[src/rtl/wb_arbiter.sv]
// Write-back arbiter: merges non-stalling pipeline writes with queued long-latency
// results onto the single register-file write port, with per-address pending-write checks.
module wb_arbiter #(
    parameter int ADDR_W = 5,
    parameter int DATA_W = 32,
    parameter int DEPTH  = 4
) (
    input  logic                     clk,
    input  logic                     rst,
    input  logic                     pipe_we,
    input  logic [ADDR_W-1:0]        pipe_waddr,
    input  logic [DATA_W-1:0]        pipe_wdata,
    input  logic                     lu_valid,
    output logic                     lu_ready,
    input  logic [ADDR_W-1:0]        lu_waddr,
    input  logic [DATA_W-1:0]        lu_wdata,
    output logic                     we,
    output logic [ADDR_W-1:0]        waddr,
    output logic [DATA_W-1:0]        wdata,
    input  logic [ADDR_W-1:0]        chk_addr1,
    input  logic [ADDR_W-1:0]        chk_addr2,
    output logic                     chk_busy1,
    output logic                     chk_busy2,
    output logic [$clog2(DEPTH):0]   fifo_count
);

    localparam int PTR_W = $clog2(DEPTH);
    localparam int CNT_W = PTR_W + 1;

    logic [ADDR_W-1:0] r_addr [DEPTH];
    logic [DATA_W-1:0] r_data [DEPTH];
    logic [DEPTH-1:0]  r_live;
    logic [PTR_W-1:0]  r_head;
    logic [PTR_W-1:0]  r_tail;
    logic [CNT_W-1:0]  r_count;
    logic              r_we;
    logic [ADDR_W-1:0] r_waddr;
    logic [DATA_W-1:0] r_wdata;

    logic w_pipe;
    logic w_accept;
    logic w_push;
    logic w_pop;
    logic w_busy1;
    logic w_busy2;

    assign w_pipe   = pipe_we && (pipe_waddr != '0);
    assign lu_ready = (r_count != CNT_W'(DEPTH));
    assign w_accept = lu_valid && lu_ready;
    // A same-cycle pipeline write to the same register supersedes the older result.
    assign w_push   = w_accept && (lu_waddr != '0) && !(w_pipe && (lu_waddr == pipe_waddr));
    assign w_pop    = !w_pipe && (r_count != '0);

    always_ff @(posedge clk or negedge rst) begin
        if (!rst) begin
            r_we    <= 1'b0;
            r_waddr <= '0;
            r_wdata <= '0;
            r_head  <= '0;
            r_tail  <= '0;
            r_count <= '0;
            r_live  <= '0;
            for (int unsigned i = 0; i < DEPTH; i++) begin
                r_addr[i] <= '0;
                r_data[i] <= '0;
            end
        end else begin
            if (w_pipe) begin
                r_we    <= 1'b1;
                r_waddr <= pipe_waddr;
                r_wdata <= pipe_wdata;
            end else if (w_pop) begin
                r_we <= r_live[r_head];
                if (r_live[r_head]) begin
                    r_waddr <= r_addr[r_head];
                    r_wdata <= r_data[r_head];
                end
            end else begin
                r_we <= 1'b0;
            end

            for (int unsigned i = 0; i < DEPTH; i++) begin
                if (w_pipe && (r_addr[i] == pipe_waddr)) begin
                    r_live[i] <= 1'b0;
                end
            end

            if (w_pop) begin
                r_live[r_head] <= 1'b0;
                r_head         <= r_head + PTR_W'(1);
            end

            if (w_push) begin
                r_addr[r_tail] <= lu_waddr;
                r_data[r_tail] <= lu_wdata;
                r_live[r_tail] <= 1'b1;
                r_tail         <= r_tail + PTR_W'(1);
            end

            case ({w_push, w_pop})
                2'b10:   r_count <= r_count + CNT_W'(1);
                2'b01:   r_count <= r_count - CNT_W'(1);
                default: r_count <= r_count;
            endcase
        end
    end

    // Only live entries count; the output register is covered by register-file forwarding.
    always_comb begin
        w_busy1 = 1'b0;
        w_busy2 = 1'b0;
        for (int unsigned i = 0; i < DEPTH; i++) begin
            if (r_live[i] && (r_addr[i] == chk_addr1)) w_busy1 = 1'b1;
            if (r_live[i] && (r_addr[i] == chk_addr2)) w_busy2 = 1'b1;
        end
    end

    assign chk_busy1  = w_busy1 && (chk_addr1 != '0);
    assign chk_busy2  = w_busy2 && (chk_addr2 != '0);
    assign we         = r_we;
    assign waddr      = r_waddr;
    assign wdata      = r_wdata;
    assign fifo_count = r_count;

endmodule
[config.mk]
export PLATFORM = sky130hd
export DESIGN_NAME = wb_arbiter
export DESIGN_NICKNAME = d
export VERILOG_FILES = /design/src/rtl/wb_arbiter.sv
export SDC_FILE = /design/constraint.sdc
export NUM_CORES = 1
export LEC_CHECK = 0
export CAP_MARGIN = 20
export CELL_PAD_IN_SITES_DETAIL_PLACEMENT = 0
export CELL_PAD_IN_SITES_GLOBAL_PLACEMENT = 1
export CORE_AREA = 2 2 144 146
export DETAILED_ROUTE_END_ITERATION = 10
export DIE_AREA = 0 0 146 148
export HOLD_SLACK_MARGIN = 0.15
export PLACE_DENSITY_LB_ADDON = 0.1
export SLEW_MARGIN = 5
export SYNTH_ARGS = -nofsm -noshare
export SYNTH_HDL_FRONTEND = slang
export SYNTH_SLANG_ARGS = --single-unit
[constraint.sdc]
create_clock -name clk -period 3.12 [get_ports clk]
set_input_delay 0.624 -clock clk [delete_from_list [all_inputs] [get_ports clk]]
set_output_delay 0.624 -clock clk [all_outputs]
set_load 0.03 [all_outputs]
Word level (Yosys, flattened, before mapping)
Cells that the tools add are included.
- register bits: 197
- input port bits: 88
- output and inout bits: 44
- $add $sub $neg: 4
- order comparisons: 7
- equal/unequal tests: 16
- mux-type cells: 41
- bitwise gates (word level): 5
- reductions and logical operators: 34
- operators with widths (operator ; number):
    $mux W32 ; 6
    $bwmux W128 ; 1
    $eq A5 B5 Y1 ; 13
    $bmux W32 S2 ; 1
    $demux W32 S2 ; 1
    $mux W5 ; 6
    $logic_and A1 B1 Y1 ; 23
    $bwmux W20 ; 1
    $reduce_bool A5 Y1 ; 4
    $mux W1 ; 17
    $bmux W5 S2 ; 1
    $demux W5 S2 ; 1
    $mux W4 ; 2
    $ge A3 B3 Y1 const B ; 2
    $lt A2 B3 Y1 const B ; 2
    $not A2 Y3 ; 2
    $pmux W3 S2 ; 1
    $reduce_bool A2 Y1 ; 3
    $add A2 B1 Y2 const B ; 2
    $and A4 B4 Y4 ; 1
    $demux W1 S2 ; 2
    $ge A2 B1 Y1 const B ; 2
    $not A4 Y4 ; 1
    $or A4 B4 Y4 ; 1
    other kinds (10) ; 11

Longest topological paths before layout
Gate-level depths: netlist (run 1).
- depth after elaboration: 9
- gate-level depth with buffers: 11
- gate-level depth less buffers: 10

Worst setup path after synthesis (run 1)
OpenSTA, ideal clock, no wires.
- path kind: input to register
- from: in pipe_waddr[1]
- to: reg r_count[2] (netlist: fifo_count[2])
- data arrival time: 2.930 ns
- required time: 3.039 ns
- slack: 0.109 ns
- stages on the path: 11
- cell sequence: buf_2 -> or4_4 -> o21ai_4 -> o31a_1 -> clkbuf_1 -> ha_1 -> inv_1 -> fa_1 -> xor2_1 -> nor2_1 -> xor2_1
- cells in the longest elaborated chain, start to end: 7
- elaborated cells on any way between the ends: 12
- those cells by class: 3 x eq/ne; 1 x mux; 8 x reduce/logical
- RTL lines (what ; line ; source):
    start, declared ; 11 ; input logic [ADDR_W-1:0] pipe_waddr,
    $reduce_bool A5 Y1 ; 47 ; assign w_pipe = pipe_we && (pipe_waddr != '0);
    $logic_and A1 B1 Y1 ; 47 ;
    $logic_and A1 B1 Y1 ; 51 ; assign w_push = w_accept && (lu_waddr != '0) && !(w_pipe && (lu_waddr == pipe_waddr));
    $logic_not A1 Y1 ; 51 ;
    $logic_and A1 B1 Y1 ; 51 ;
    $eq A2 B1 Y1 / $eq A2 B2 Y1 (equally long branches) ; 100 ; case ({w_push, w_pop})
    $pmux W3 S2 / $reduce_bool A2 Y1 (equally long branches) ; n/a ;
    end signal, assigned ; 101 ; 2'b10: r_count <= r_count + CNT_W'(1);
    end signal, assigned ; 102 ; 2'b01: r_count <= r_count - CNT_W'(1);
    end signal, assigned ; 103 ; default: r_count <= r_count;
    end, declared ; 35 ; logic [CNT_W-1:0] r_count;
Several ways; a longest one is shown, not always the timed one.
A chain may end at the register's enable or synchronous reset.

Final worst setup path (run 1)
- from: in chk_addr2[3]
- to: out chk_busy2
- cells in the longest elaborated chain, start to end: 7
- elaborated cells on any way between the ends: 14
- those cells by class: 4 x eq/ne; 4 x mux; 6 x reduce/logical
- RTL lines (what ; line ; source):
    start, declared ; 21 ; input logic [ADDR_W-1:0] chk_addr2,
    $eq A5 B5 Y1 ; 114 ; if (r_live[i] && (r_addr[i] == chk_addr2)) w_busy2 = 1'b1;
    $logic_and A1 B1 Y1 ; 114 ;
    $mux W1 (4 in series) ; 114 ;
    $logic_and A1 B1 Y1 * ; 119 ; assign chk_busy2 = w_busy2 && (chk_addr2 != '0);
    end, declared ; 23 ; output logic chk_busy2,
Every way passes the cells marked *; elsewhere a longest branch is shown, timed or not.

==> results of run 1 <==
==> sequential cells by signal (all words and copies together), names as in the netlist <==
| name | flops |
|---|---|
| r_tail | 2 |
| r_data | 128 |
| r_head | 2 |
| waddr | 5 |
| wdata | 32 |
| fifo_count | 3 |
| r_live | 4 |
| r_addr | 20 |
| we | 1 |
==> cells by family (layout without fill, tap and decap cells) <==
kind of cell,count (synthesis),in the layout,synth area share
AND/OR/NAND/NOR,82,82,0.0410
AO/OA/AOI/OAI,54,54,0.0339
multiplexers,222,222,0.300
flip-flops,197,197,0.513
XOR/XNOR,70,70,0.0638
buffers and inverters,63,211,0.0342
adder cells (fa/ha/maj),10,10,0.0138
==> final timing paths <==
path	start	end	slack [ns]
worst max-delay path	chk_addr2[3]	chk_busy2	0.27
worst min-delay path	rst	wdata[28]	0.18
worst max register to register	r_head[0]	wdata[20]	1.01
worst min register to register	wdata[29]	wdata[29]	0.48
max in group asynchronous	rst	r_data[65]	2.15
min in group clk	wdata[29]	wdata[29]	0.48
==> layer usage <==
layer	wire, um	up-vias
met5	0	-
met1	9780	3138
met3	957	16
met2	11100	123
met4	192	0
li1	-	2763
==> cell usage in the layout (no fill, tap or decap), types with 2 or more instances in the layout <==
master and count:
mux2i_1 35, a21o_1 4, and3_1 4, ha_1 9
inv_2 2, clkbuf_16 17, mux2_1 149, nor2_1 4
dfrtp_2 2, xnor2_1 26, a21oi_1 2, buf_4 30
o21ai_1 36, a22oi_1 3, or4_1 2, dfrtp_1 195
clkinvlp_4 3, nand3_2 4, xor2_1 44, o21a_1 2
nor4_1 8, bufinv_16 2, or4_4 2, inv_6 4
nand3_1 14, o41ai_1 4, nand2_1 39, inv_1 9
mux4_2 38, nand4_1 3, inv_8 2, clkdlybuf4s50_1 128
buf_12 11
==> layout make-up <==
type,instances,share of cell area
clock buffers,18,0.0358
clock inverters,12,0.0121
inverters,11,0.00344
multi-input cells,438,0.364
flip-flops and latches,197,0.411
well taps,270,0.0282
repair buffers,170,0.145
==> power by group through the flow <==
stage	clock network (W)	registers, W	logic, W
after floorplan	0	0.00508	0.00335
after detailed placement	0	0.00490	0.00553
after global routing	0.00233	0.00502	0.00592
final	0.00216	0.00486	0.00545
after global placement	0	0.00478	0.00537
after CTS	0.00222	0.00486	0.00555
==> critical path, cell delays in order <==
cell and delay (ns):
clkdlybuf4s50_1 0.63, xor2_1 0.14, nor4_1 0.32, nand3_1 0.13, nand4_1 0.11, o21a_1 0.12
buf_4 0.15
==> per-stage QoR <==
| stage | worst slack (ns) | TNS (ns) |
|---|---|---|
| 6_report | 0.269 | 0 |
| 5_1_grt | 0.172 | 0 |
| 4_1_cts | 0.283 | 0 |
| 3_5_place_dp | -0.101 | -0.106 |
| 3_3_place_gp | -0.0898 | -0.0898 |
| 2_1_floorplan | 0.109 | 0 |
==> summary.md, run 1 <==
| Metric | Value |
|---|---|
| Status | `completed` |
| Synth area leaders | `dfrtp_1 51%, mux2_1 17%, mux4_2 8.9%` |
| Total global routing track utilization | `0.216` |
| # port buffers | `131` |
| Final period utilization | `0.914` |
| Remaining DRCs | `0` |
| WL final | `22,000 um` |
| Synth top cells by count | `197 x dfrtp_1, 149 x mux2_1, 44 x xor2_1, 39 x nand2_1, 38 x mux4_2` |
| Maximum vdd drop | `491 uV` |
| Top Usage Layer GRT | `met2` |
| Post-synth top area cell | `dfrtp_1` |
| Core area | `20,000 um^2` |
| Async S/R FF share, synth | `1.00` |
| Synthesized Nets | `796` |
| Critical Path AT | `2.23 ns` |
| Sequential cell area | `4930 um^2` |
| Die footprint | `21,600 um^2` |
| Worst hold slack | `0.182 ns` |
| Rel. slew slack | `0.407` |
| Dpl cell area | `11,400 um^2` |
| Starting density of the core | `0.479` |
| Met3 usage | `0.0488` |
| Area Overhead vs Synth | `24.9%` |
| Most frequent cell after synthesis | `dfrtp_1` |
| Drt pass-1 iters | `5` |
| Antenna-violating nets left | `0` |
| DRT iter0 DRCs | `266` |
| Logic pwr share | `0.437` |
| Top Ports | `132` |
| Pwr dens | `1040 nW/um^2` |
| Crit path max fanout | `5` |
| Number of global-route vias before repair | `6,848` |
| Synthesized flop and latch total | `197` |
| HPWL after detailed placement | `15,500 um` |
| Clk Latency, worst-skew pair | `0.42 ns` |
| RSZ-0062 raised after global routing | `false` |
| Share of power burned in registers | `0.390` |
| Syn. warnings | `0` |
| Minimum clock period | `2.85 ns` |
| Final Hold Viols | `0` |
| N_diodes | `0` |
| Clock tree buffer depth | `2` |
| Final instance area | `12,000 um^2` |
| Die Y | `148 um` |
| Post-synth EDFFs | `0` |
| # Post-CTS Setup Buffers | `0` |
| Cell Int Power | `0.00794 W` |
| Clock sinks | `197` |
| Clock power frac | `0.173` |
| Clk_skew | `0.00845 ns` |
| Slew @ Worst Pin | `0.882 ns` |
| Clk slew on worst S/H paths | `0.07 ns` |
| Net count, final | `933` |
| Total power | `0.0125 W` |
| Vias per cell | `5.41` |
| Resize count post-CTS | `0` |
| Layout cell share with drive strength beyond 1 | `0.143` |
| Crit end category | `output port` |
| CTS buffer count | `17` |
| DR vias | `6,040` |
| Sequential area share after synthesis | `0.513` |
| Util after Layout | `0.599` |
| Hold-fix buffers, CTS | `0` |
| Synth Flop Type | `dfrtp_1` |
| First-pass GRT wire length | `36,400 um` |
| # fillers | `1,598` |
| Top-area cell type share of the netlist area | `0.513` |
| Sw Ratio | `0.363` |
| Largest net degree at the start of global routing | `64` |
| Die width | `146 um` |
| H-tree levels | `4` |
| Post-synthesis cell type count | `34` |
| Worst Path Required | `2.50 ns` |
| R2R cell count | `5` |
| GRT overflow | `0` |
| Crit Path Category | `input port to output port` |
| Sw Pwr | `0.00453 W` |
| Fmax | `351 MHz` |
| Setup violators final | `0` |
| Met2 Use GR | `0.366` |
| Row cnt | `52` |
| Cells after Synth | `698` |
| Placed Cells | `1,086` |
| GP Congestion | `0.946` |
| Leakage | `5.09 nW` |
| Multi-input gate area | `4370 um^2` |
| Initial antenna violation count | `0` |
| Drt wl/cell | `19.8 um` |
| Startpoint Class | `input port` |
| Min-Delay Path Class | `input port to asynchronous set/reset pin` |
| Met1 Resource Use GR | `0.287` |
| TritonCTS clock tree | `built` |
| Final std cells w/o fill | `1,116` |
| Max Transition Viols Final | `0` |
| Mean Syn Cell Area | `13.8 um^2` |
| Synthesized cell area | `9610 um^2` |
| Clk root buf | `clkbuf_16` |
| Max-Cap Viols | `0` |
Note: power is estimated with default switching activity, not from simulation.
==> run 2: changes to the inputs <==
--- a/config.mk
+++ b/config.mk
@@ -9,6 +9,7 @@
 export CELL_PAD_IN_SITES_DETAIL_PLACEMENT = 0
 export CELL_PAD_IN_SITES_GLOBAL_PLACEMENT = 1
 export CORE_AREA = 2 2 144 146
+export CTS_CLUSTER_SIZE = 24
 export DETAILED_ROUTE_END_ITERATION = 10
 export DIE_AREA = 0 0 146 148
 export HOLD_SLACK_MARGIN = 0.15
==> results of run 2 <==
Same layout as run 1: the final DEF is identical, and so are final timing and power.
